### src/rtl/pipe_hazard_ctrl.sv
// Decode-stage hazard controller: in-flight writer scoreboard, forwarding selects, load-use stall
// and post-jump decode flush. Define HAZARD_FWD_EN to enable forwarding; otherwise any pending writer stalls.
module pipe_hazard_ctrl #(
  parameter int NUM_STAGES   = 3,
  parameter int REG_AW       = 5,
  parameter int LOAD_LAT     = 1,
  parameter int FLUSH_CYCLES = 2
) (
  input  logic              clk,
  input  logic              reset,
  input  logic              id_valid,
  input  logic [REG_AW-1:0] id_rs1,
  input  logic [REG_AW-1:0] id_rs2,
  input  logic              id_rs1_used,
  input  logic              id_rs2_used,
  input  logic [REG_AW-1:0] id_rd,
  input  logic              id_regwrite,
  input  logic              id_memread,
  input  logic              jmp,
  output logic              stall,
  output logic              issue_nop,
  output logic [3:0]        fwd_sel_a,
  output logic [3:0]        fwd_sel_b,
  output logic [31:0]       stall_cnt
);

  typedef struct packed {
    logic              v;
    logic [REG_AW-1:0] rd;
    logic              wr;
    logic              ld;
  } sb_entry_t;

  sb_entry_t   sb_q [NUM_STAGES];
  sb_entry_t   sb_d [NUM_STAGES];
  logic [2:0]  flush_q, flush_d;
  logic [31:0] stall_cnt_q, stall_cnt_d;

  logic       match_a, match_b, ld_a, ld_b, ready_a, ready_b;
  logic       load_wait_a, load_wait_b, hazard_a, hazard_b, issued;
  logic [3:0] idx_a, idx_b, fwd_a, fwd_b;

  // x0 is hardwired, so a pending write to it is never a dependency.
  function automatic logic hit(input sb_entry_t e, input logic [REG_AW-1:0] src, input logic used);
    return e.v && e.wr && (e.rd != '0) && (e.rd == src) && used;
  endfunction

  always_comb begin
    // NOTE: every variable gets a default before any branch so no path can infer a latch.
    match_a = 1'b0;
    idx_a   = 4'd0;
    ld_a    = 1'b0;
    match_b = 1'b0;
    idx_b   = 4'd0;
    ld_b    = 1'b0;

    // Scan oldest to youngest so the youngest matching writer wins.
    for (int i = NUM_STAGES - 1; i >= 0; i--) begin
      if (hit(sb_q[i], id_rs1, id_rs1_used)) begin
        match_a = 1'b1;
        idx_a   = 4'(i);
        ld_a    = sb_q[i].ld;
      end
      if (hit(sb_q[i], id_rs2, id_rs2_used)) begin
        match_b = 1'b1;
        idx_b   = 4'(i);
        ld_b    = sb_q[i].ld;
      end
    end

    ready_a     = !ld_a || (idx_a >= 4'(LOAD_LAT));
    ready_b     = !ld_b || (idx_b >= 4'(LOAD_LAT));
    load_wait_a = match_a && !ready_a;
    load_wait_b = match_b && !ready_b;

`ifdef HAZARD_FWD_EN
    fwd_a    = (match_a && ready_a) ? idx_a + 4'd1 : 4'd0;
    fwd_b    = (match_b && ready_b) ? idx_b + 4'd1 : 4'd0;
    hazard_a = load_wait_a;
    hazard_b = load_wait_b;
`else
    // No bypass network: any pending writer blocks decode, a waiting load being one case of that.
    fwd_a    = 4'd0;
    fwd_b    = 4'd0;
    hazard_a = match_a || load_wait_a;
    hazard_b = match_b || load_wait_b;
`endif

    // Flush has priority over stall; everything is quiet while reset is held.
    issue_nop = reset && (jmp || (flush_q != 3'd0));
    stall     = reset && id_valid && (hazard_a || hazard_b) && !issue_nop;
    fwd_sel_a = reset ? fwd_a : 4'd0;
    fwd_sel_b = reset ? fwd_b : 4'd0;
    issued    = id_valid && !stall && !issue_nop;

    sb_d[0] = issued ? '{v: 1'b1, rd: id_rd, wr: id_regwrite, ld: id_memread} : '0;
    for (int i = 1; i < NUM_STAGES; i++) begin
      sb_d[i] = sb_q[i-1];
    end

    if (jmp) begin
      flush_d = 3'(FLUSH_CYCLES);
    end else if (flush_q != 3'd0) begin
      flush_d = flush_q - 3'd1;
    end else begin
      flush_d = 3'd0;
    end

    stall_cnt_d = (stall && (stall_cnt_q != 32'hFFFF_FFFF)) ? stall_cnt_q + 32'd1 : stall_cnt_q;
  end

  always_ff @(posedge clk or negedge reset) begin
    if (!reset) begin
      // NOTE: the scoreboard is a few flops whose valid bits must start clear, so unlike a RAM it is reset.
      for (int i = 0; i < NUM_STAGES; i++) begin
        sb_q[i] <= '0;
      end
      flush_q     <= 3'd0;
      stall_cnt_q <= 32'd0;
    end else begin
      // NOTE: non-blocking assignments so every flop samples pre-edge values.
      sb_q        <= sb_d;
      flush_q     <= flush_d;
      stall_cnt_q <= stall_cnt_d;
    end
  end

  assign stall_cnt = stall_cnt_q;

endmodule

### config.mk
export PLATFORM = sky130hd
export DESIGN_NAME = pipe_hazard_ctrl
export DESIGN_NICKNAME = d
export VERILOG_FILES = /design/src/rtl/pipe_hazard_ctrl.sv
export SDC_FILE = /design/constraint.sdc
export NUM_CORES = 1
export LEC_CHECK = 0
export BUFFER_PORTS_ARGS = -buffer_cell sky130_fd_sc_hd__buf_2
export CORE_AREA = 2 2 77 79
export CTS_CLUSTER_SIZE = 30
export DETAILED_ROUTE_END_ITERATION = 10
export DIE_AREA = 0 0 79 81
export GPL_TIMING_DRIVEN = 0
export PLACE_DENSITY_LB_ADDON = 0.3
export SETUP_SLACK_MARGIN = 0.5
export SYNTH_ARGS = -nofsm -noshare
export SYNTH_HDL_FRONTEND = slang
export SYNTH_SLANG_ARGS = --single-unit
### constraint.sdc
create_clock -name clk -period 3.55 [get_ports clk]
set_clock_uncertainty 0.05 [all_clocks]
set_input_delay 0.355 -clock clk [delete_from_list [all_inputs] [get_ports clk]]
set_output_delay 0.355 -clock clk [all_outputs]
set_load 0.03 [all_outputs]
==> results of run 1 <==
## repair_timing
action	CTS	global route
pin swaps	0	1
buffers inserted	0	1
gates resized for setup	4	0
setup endpoints to repair	1	1
## kinds of logic (layout without fill, tap and decap cells)
family,count (synthesis),count (layout),synth area share [%]
other,1,8,0.1381
adder cells (fa/ha/maj),1,1,0.4608
buffers and inverters,15,79,4.055
multiplexers,2,2,0.8294
AND/OR/NAND/NOR,96,96,20.18
AO/OA/AOI/OAI,10,10,3.364
XOR/XNOR,60,60,19.36
flip-flops,56,56,51.61
## flip-flops by register name, indices dropped and copies added, names as in the netlist
register   cells
sb_q           7
sb_d          14
flush_q        3
stall_cnt     32
## worst paths after layout
kind	start	endpoint	slack [ns]	depth (start not counted)
setup / recovery	sb_d[11]	stall	0.65	8
hold / removal	reset	stall_cnt[9]	0.03	1
setup reg to reg	sb_d[11]	stall_cnt[26]	1.01	9
hold reg to reg	sb_d[15]	sb_d[7]	0.35	0
max in group asynchronous	reset	sb_d[4]	2.96	1
min in group clk	jmp	flush_q[0]	0.19	2
## cell usage after synthesis (2+ instances only)
| cell | number | area (µm²) |
|---|---|---|
| and2_1 | 3 | 18.77 |
| and3_1 | 20 | 125.1 |
| and4_1 | 2 | 17.52 |
| buf_4 | 8 | 60.06 |
| buf_6 | 3 | 33.78 |
| dfrtp_1 | 56 | 1401 |
| inv_1 | 2 | 7.510 |
| mux2_2 | 2 | 22.52 |
| nand2_1 | 17 | 63.81 |
| nand3_1 | 18 | 90.09 |
| nand3_2 | 3 | 30.03 |
| nand4_1 | 6 | 37.54 |
| nor2_1 | 4 | 15.01 |
| nor3_1 | 5 | 25.02 |
| nor3b_1 | 3 | 22.52 |
| nor4_1 | 9 | 56.30 |
| o211ai_2 | 3 | 37.54 |
| o311a_1 | 2 | 20.02 |
| or4_1 | 3 | 22.52 |
| xnor2_1 | 39 | 341.6 |
| xor2_1 | 21 | 183.9 |
## power by group
group          internal [µW]  switching [µW]
clock                    210             203
sequential               652            15.9
combinational           42.8            57.6
## critical path, stage by stage, from the launching register on
cell and delay, ns:
dfrtp_1 0.43, or4_1 0.57, o211ai_2 0.20, nor4_1 0.08, o311a_1 0.38, nor2_4 0.14
clkbuf_8 0.17, inv_1 0.04, buf_2 0.16
## placed cells by master, fill, tap and decap left out, drive strengths merged, types with 2 or more instances in the layout
cell type	synthesis	layout
buf	11	67
or4	3	3
and3	20	20
xnor2	39	39
nor3b	3	3
and4	2	2
clkbuf	2	8
dfrtp	56	56
nor3	5	5
o211ai	3	3
nand4	6	6
nand2	17	17
and2	3	3
o311a	2	2
inv	2	2
nor2	5	5
mux2	2	2
conb	1	8
xor2	21	21
nor4	9	9
nand3	21	21
## layout make-up
cell class / count / area, µm² / area share [%]
Clock buffer: 6 / 72.57 / 2.239
Tap cell: 75 / 93.84 / 2.895
Inverter: 2 / 7.507 / 0.2316
Sequential cell: 56 / 1401 / 43.23
Buffer: 13 / 111.4 / 3.435
Multi-Input combinational cell: 177 / 1235 / 38.09
Clock inverter: 2 / 35.03 / 1.081
Timing Repair Buffer: 56 / 285.3 / 8.800
## metal layers
metal,up-vias,GRT usage [%],share of wire (%)
met5,-,0,0
met1,953,23.86,46
li1,960,-,-
met3,5,4.000,4.7
met2,43,30.17,49
met4,0,5.172,0.87
## metrics by stage
stage,utilization (%),cell area (µm²),hold slack (ns)
after floorplan,-,2741,0.009409
after global placement,54.81,3110,0.3250
after detailed placement,54.81,3110,0.3316
after CTS,56.99,3234,0.05301
after global routing,57.12,3242,0.08241
final,57.12,3242,0.02547
==> flow_summary.toml, run 1 <==
[cells_and_area]
diodes = 0
area_growth_from_synthesis_to_layout_pct = 19.40
fraction_of_final_layout_cells_with_drive_strength_greater_than_1_pct = 26.92
stdcell_count = 387
final_nets = 335
nFillCells = 529

[worst_setup_path]
nature_of_the_critical_path_endpoint = "output pin"
cp_data_required_time_ns = 3.14
arrival_ns = 2.50
cp_max_fo = 10
crit_path_start_kind = "flip-flop"
timing_worst_setup_path_type = "flip-flop to output pin"

[global_route]
first_global_vias = 1894
grt-ovfl-total = 0
global_route_wire_length_before_repair_mm = 8.935
grt_antenna_before_repair = 0
largest_net_degree_at_the_start_of_global_routing = 59
gr-usage-all-layers_pct = 18.06

[yosys]
avgSynthCellArea_um2 = 11.27
synth_top_flop_cell = "dfrtp_1"
post_synth_edffs = 0
ys_warn_count = 0
syn-instance-count = 241
post_synth_num_cell_types = 33
synth_cell_area_um2 = 2715
synth.ff_latch_count = 56
ys_async_sr_fraction_pct = 100.0
synth_seq_area_share_pct = 51.61

[power_and_ir_drop]
cellLeakagePower_uw = 0.001683
p_total_uw = 1182
power-per-cell-area_nw_per_um2 = 364.5
vdd_drop_max_v = 0.0003037

[sta]
max_slew.worst_pin.slew_ns = 1.060
fin_worst_setup_slack_ns = 0.6485
slew_headroom_pct = 28.67
finalHoldViolations = 0
slew_viol_final = 0
unrepaired_setup_endpoints_after_global_routing = "no"
final_period_minus_worst_setup_slack_ns = 2.901
timing.final.setup_violations = 0
finalCritPeriodShare_pct = 81.73
fmax_mhz = 344.7
tns_ns = 0

[cts]
path_clk_slew_ns = 0.10
number_of_cts_inserted_buffers = 5
h-tree-depth = 2
ctsHoldBuffers = 0
cts.sink_count = 56
insertion_delay_ns = 0.31
clk_root_buffer_cell = "clkbuf_8"
largest_buffer_count_on_any_clock_path = 2
cts_tree = "built"

[job]
cap_violations = 0

[die]
dieWidth_um = 79
rows = 28
design.die.area_um2 = 6399
pin_count = 65
core-area_um2 = 5675
initial_utilization_pct = 47.84
dieHeight_um = 81

[place]
pre_cts_slack_ns = 0.3056
routabilityCongestion = 0.8514
numPortBuffers = 55
dpl.hpwl_mm = 4.002
numPlacedInstances = 378

[route]
initialDrtViolationCount = 99
detail_route.drc_violations = 0
drt_total_wl_mm = 5.397
wire_per_inst_um = 13.95
drt_pass1_iterations = 4
routed_via_density = 5.067
route.antenna.remaining_nets = 0
dr_total_vias = 1961

[run_status]
status = "finished, final reports clean"

[hold_path]
min_path_type = "input pin to asynchronous set/reset pin"
Power figures use the tool's default switching activity.
==> run 2: changes to the inputs <==
--- a/config.mk
+++ b/config.mk
@@ -6,10 +6,10 @@
 export NUM_CORES = 1
 export LEC_CHECK = 0
 export BUFFER_PORTS_ARGS = -buffer_cell sky130_fd_sc_hd__buf_2
-export CORE_AREA = 2 2 77 79
+export CORE_AREA = 2 2 79 81
 export CTS_CLUSTER_SIZE = 30
 export DETAILED_ROUTE_END_ITERATION = 10
-export DIE_AREA = 0 0 79 81
+export DIE_AREA = 0 0 81 83
 export GPL_TIMING_DRIVEN = 0
 export PLACE_DENSITY_LB_ADDON = 0.3
 export SETUP_SLACK_MARGIN = 0.5
==> constraint.sdc (replaced) <==
create_clock -name clk -period 2.4 [get_ports clk]
set_clock_uncertainty 0.05 [all_clocks]
set_input_delay 0.24 -clock clk [delete_from_list [all_inputs] [get_ports clk]]
set_output_delay 0.24 -clock clk [all_outputs]
set_load 0.03 [all_outputs]
==> run 2 against run 1 <==
Against the previous run:
- the flow now finishes with violations (negative hold slack, negative setup slack)
- global-route usage up 1.4 points
- cell area up 12%
- clock power up 15%
- wire length up 15%
- total power up 38%
- critical endpoint unchanged
- highest routed layer unchanged
==> flow_summary.toml, run 2 (synthesis results as in run 1) <==
[route]
detail_route.drc_violations = 0
wire_per_inst_um = 15.28
initialDrtViolationCount = 78
drt_pass1_iterations = 4
drt_total_wl_mm = 6.205
route.antenna.remaining_nets = 0
dr_total_vias = 2085
routed_via_density = 5.135

[cells_and_area]
most-common-layout-cells = "dfrtp_1 (53), buf_2 (53), xnor2_1 (36), buf_4 (23), xor2_1 (21)"
final_util_pct = 62.41
final_nets = 355
largest_register_ffs = 32
fraction_of_final_layout_cells_with_drive_strength_greater_than_1_pct = 39.58
area_growth_from_synthesis_to_layout_pct = 33.69
stdcell_count = 406
diodes = 0

[power_and_ir_drop]
vdd_drop_max_v = 0.0002463
cellLeakagePower_uw = 0.001939
power-per-cell-area_nw_per_um2 = 450.9

[die]
initial_utilization_pct = 46.69
pin_count = 65
dieWidth_um = 81
dieHeight_um = 83
design.die.area_um2 = 6723
core-area_um2 = 5816
rows = 28

[sta]
slew_headroom_pct = 53.33
timing.final.setup_violations = 31
fin_worst_setup_slack_ns = -0.2747
max_slew.worst_pin.slew_ns = 0.6948
finalCritPeriodShare_pct = 111.4
finalHoldViolations = 50
final_period_minus_worst_setup_slack_ns = 2.675
worst_hold_slack_ns = -0.09457
fmax_mhz = 373.9
slew_viol_final = 0
unrepaired_setup_endpoints_after_global_routing = "yes"

[place]
routabilityCongestion = 0.8664
numPortBuffers = 55
dpl.hpwl_mm = 4.185
pre_cts_slack_ns = -0.6205
numPlacedInstances = 378

[run_status]
status = "finished with violations"
violations = "negative hold slack, negative setup slack"

[cts]
number_of_cts_inserted_buffers = 5
path_clk_slew_ns = 0.09
largest_buffer_count_on_any_clock_path = 2
clk_root_buffer_cell = "clkbuf_8"
cts.sink_count = 56
h-tree-depth = 2
insertion_delay_ns = 0.30
cts_tree = "built"

[worst_setup_path]
timing_worst_setup_path_type = "flip-flop to output pin"
cp_data_required_time_ns = 2.11
cp_max_fo = 2
arrival_ns = 2.38
nature_of_the_critical_path_endpoint = "output pin"
crit_path_start_kind = "flip-flop"

[global_route]
largest_net_degree_at_the_start_of_global_routing = 59
grt-ovfl-total = 0
grt_antenna_before_repair = 0
gr-usage-all-layers_pct = 19.41
global_route_wire_length_before_repair_mm = 10.15
first_global_vias = 2080

[hold_path]
min_path_type = "input pin to asynchronous set/reset pin"

[job]
cap_violations = 0
run 2: cell count changes in the layout (fill, tap and decap cells not counted), sizes merged:
cell         before  now
buf              67   86
bufinv            1    0
dlygate4sd3       0    1
run 2: cell type report:
| type | instances | area (µm²) |
|---|---|---|
| inverter | 2 | 7.507 |
| fill | 486 | 2186 |
| timing repair buffer | 76 | 499.2 |
| tap | 75 | 93.84 |
| sequential | 56 | 1405 |
| clock buffer | 6 | 72.57 |
| clock inverter | 1 | 5.005 |
| multi-input combinational | 177 | 1426 |
| buffer | 13 | 120.1 |
run 2: worst paths after layout:
kind | startpoint | end | slack [ns] | cells after the start
worst max-delay path | sb_d[5] | stall | -0.27 | 8
worst min-delay path | reset | stall_cnt[9] | -0.09 | 1
worst max register to register | sb_d[5] | stall_cnt[1] | -0.17 | 8
worst min register to register | sb_d[15] | sb_d[7] | 0.34 | 0
max in group asynchronous | reset | stall_cnt[15] | 1.23 | 2
min in group clk | jmp | flush_q[2] | 0.11 | 2
run 2: stage by stage:
| step | instance area, µm² | power [µW] | TNS [ns] |
|---|---|---|---|
| CTS | 3577 | 1652 | -2.006 |
| detailed placement | 3151 | 1158 | -18.22 |
| finish | 3630 | 1636 | -3.220 |
| global route | 3630 | 1725 | -6.344 |
| floorplan | 2781 | 1095 | 0 |
| global placement | 3151 | 1154 | -16.56 |
run 2: per-layer routing:
metal  vias to the layer above  wire, µm  GRT usage [%]  part of all wire, %
met1                      1012      2712          27.27                   44
met4                         0        99          6.317                  1.6
met2                        54      3122          29.68                   50
met3                        12       269          4.457                  4.3
li1                       1007         -              -                    -
met5                         -         0              0                    0
run 2: where the power goes:
| part | internal [µW] | switching (µW) | total [µW] |
|---|---|---|---|
| combinational | 79.1 | 97.0 | 176 |
| clock | 199 | 276 | 475 |
| sequential | 965 | 20.9 | 986 |
| total | 1240 | 393 | 1640 |
run 2: critical path, stage by stage (launching register included):
cell and delay (ns):
dfrtp_1 0.41, or4_4 0.56, o211ai_4 0.19, nor4_2 0.08, o311a_1 0.40, nor2_4 0.14, clkbuf_8 0.15, inv_2 0.03
buf_6 0.12
run 2: what timing repair did:
action | 4_1_cts | 5_1_grt
gates cloned | 3 | 0
buffers inserted | 13 | 4
hold endpoints to repair | 56 | 6
endpoints found under the setup margin | 41 | 40
gates resized for setup | 40 | 2
pin swaps | 18 | 7
==> run 3: changes to the inputs <==
--- a/config.mk
+++ b/config.mk
@@ -7,10 +7,11 @@
 export LEC_CHECK = 0
 export BUFFER_PORTS_ARGS = -buffer_cell sky130_fd_sc_hd__buf_2
 export CORE_AREA = 2 2 79 81
+export CTS_CLUSTER_DIAMETER = 40
 export CTS_CLUSTER_SIZE = 30
 export DETAILED_ROUTE_END_ITERATION = 10
 export DIE_AREA = 0 0 81 83
-export GPL_TIMING_DRIVEN = 0
+export GPL_TIMING_DRIVEN = 1
 export PLACE_DENSITY_LB_ADDON = 0.3
 export SETUP_SLACK_MARGIN = 0.5
 export SYNTH_ARGS = -nofsm -noshare
==> run 3 against run 2 <==
Against the previous run:
- the flow finishes with violations (negative setup slack)
- sequential cell count unchanged
- fmax increased by 5.9%
- total power increased by 14%
- largest power group unchanged
==> flow_summary.toml, run 3 (synthesis results as in run 1) <==
[run_status]
status = "finished with violations"
violations = "negative setup slack"

[worst_setup_path]
nature_of_the_critical_path_endpoint = "output pin"
cp_data_required_time_ns = 2.11
arrival_ns = 2.24
timing_worst_setup_path_type = "flip-flop to output pin"
crit_path_start_kind = "flip-flop"
cp_max_fo = 3

[cells_and_area]
final_nets = 349
area_growth_from_synthesis_to_layout_pct = 29.03
nFillCells = 498
most-common-layout-cells = "buf_2 (54), dfrtp_1 (53), xnor2_1 (39), xor2_1 (21), buf_4 (21)"
area_of_the_multi_input_gates_um2 = 1363
final_util_pct = 60.24
stdcell_count = 400
diodes = 0
largest_register_ffs = 32
final_design_area_no_fill_um2 = 3503
ff_latch_area_um2 = 1405
fraction_of_final_layout_cells_with_drive_strength_greater_than_1_pct = 37.23
layout.cells.most_common = "buf_2"

[die]
dieHeight_um = 83
design.die.area_um2 = 6723
dieWidth_um = 81
initial_utilization_pct = 46.69
core-area_um2 = 5816
pin_count = 65
rows = 28

[sta]
timing.final.setup_violations = 25
tns_ns = -1.790
fin_worst_setup_slack_ns = -0.1251
unrepaired_setup_endpoints_after_global_routing = "yes"
finalCritPeriodShare_pct = 105.2
fmax_mhz = 396.0
slew_viol_final = 0
final_period_minus_worst_setup_slack_ns = 2.525
max_slew.worst_pin.slew_ns = 0.6732
finalHoldViolations = 0
slew_headroom_pct = 55.12

[place]
routabilityCongestion = 0.8410
numPortBuffers = 55
numPlacedInstances = 386
placement.cell_area_um2 = 3197
dpl.hpwl_mm = 4.269

[global_route]
grt_util_met1_pct = 24.78
grt.met3_usage_pct = 3.587
first_global_vias = 2090
largest_net_degree_at_the_start_of_global_routing = 55
global_route_wire_length_before_repair_mm = 9.749
global_route.usage.met2_pct = 30.13
busiest_layer = "met2"
grt-ovfl-total = 0
gr-usage-all-layers_pct = 18.56
grt_antenna_before_repair = 0

[power_and_ir_drop]
vdd_drop_max_v = 0.0004311
power-per-cell-area_nw_per_um2 = 531.1
p_total_uw = 1861
cellLeakagePower_uw = 0.001762

[job]
cap_violations = 0

[cts]
number_of_cts_inserted_buffers = 5
cts_tree = "built"
h-tree-depth = 2
path_clk_slew_ns = 0.09
insertion_delay_ns = 0.30
clk_root_buffer_cell = "clkbuf_8"
cts.sink_count = 56
largest_buffer_count_on_any_clock_path = 2

[route]
routed_via_density = 5.225
detail_route.drc_violations = 0
drt_total_wl_mm = 5.975
route.antenna.remaining_nets = 0
wire_per_inst_um = 14.94
initialDrtViolationCount = 116
drt_pass1_iterations = 4
dr_total_vias = 2090

[hold_path]
min_path_type = "input pin to flip-flop"
run 3: worst max-delay path, cell delays in order (launching register included):
cell and delay (ns):
dfrtp_1 0.39, or4_4 0.55, o211ai_4 0.20, nor4_2 0.07
o311a_1 0.40, nor2_4 0.15, inv_2 0.04, buf_6 0.13
run 3: routing by layer:
metal	vias up	routed length [µm]	part of all wire, %
met2	48	2912	49
met3	11	224	3.7
met1	1035	2712	45
met4	0	125	2.1
met5	-	0	0
li1	996	-	-
run 3: power by group:
part	total (µW)	internal, µW	switching (µW)	leakage, µW
clock	699	411	288	0.0000642
sequential	983	965	18.9	0.000759
combinational	178	74.2	104	0.000939
total	1860	1450	411	0.00176
run 3: worst paths after layout:
check	from	slack, ns	cells after the start	endpoint
hold / removal	jmp	0.09	2	flush_q[0]
hold reg to reg	sb_d[1]	0.35	0	sb_q[1]
max in group asynchronous	reset	1.72	2	stall_cnt[7]
setup reg to reg	sb_d[6]	-0.12	9	stall_cnt[26]
min in group asynchronous	reset	0.10	2	stall_cnt[15]
setup / recovery	sb_d[14]	-0.13	7	stall
run 3: final cells by class:
cell class,instances,share of cell area (%)
Inverter,2,0.2143
Clock inverter,2,1.714
Sequential cell,56,40.11
Tap cell,75,2.679
Clock buffer,5,1.964
Timing Repair Buffer,82,14.43
Multi-Input combinational cell,178,38.89
run 3: per-stage QoR:
stage          hold WS, ns  setup slack, ns
4_1_cts            0.07643          -0.1312
3_3_place_gp       0.01281         -0.07038
5_1_grt            0.09370          -0.2170
6_report           0.09421          -0.1251
2_1_floorplan      -0.1056          0.09974
3_5_place_dp       0.01084         -0.07152
run 3: what timing repair did:
item                       4_1_cts  5_1_grt
gates resized for setup         20        5
gates cloned                     2        0
buffers inserted                 3        1
hold buffers                     1        0
pin swaps                       10        6
setup endpoints to repair       40       41
hold endpoints to repair         2        0
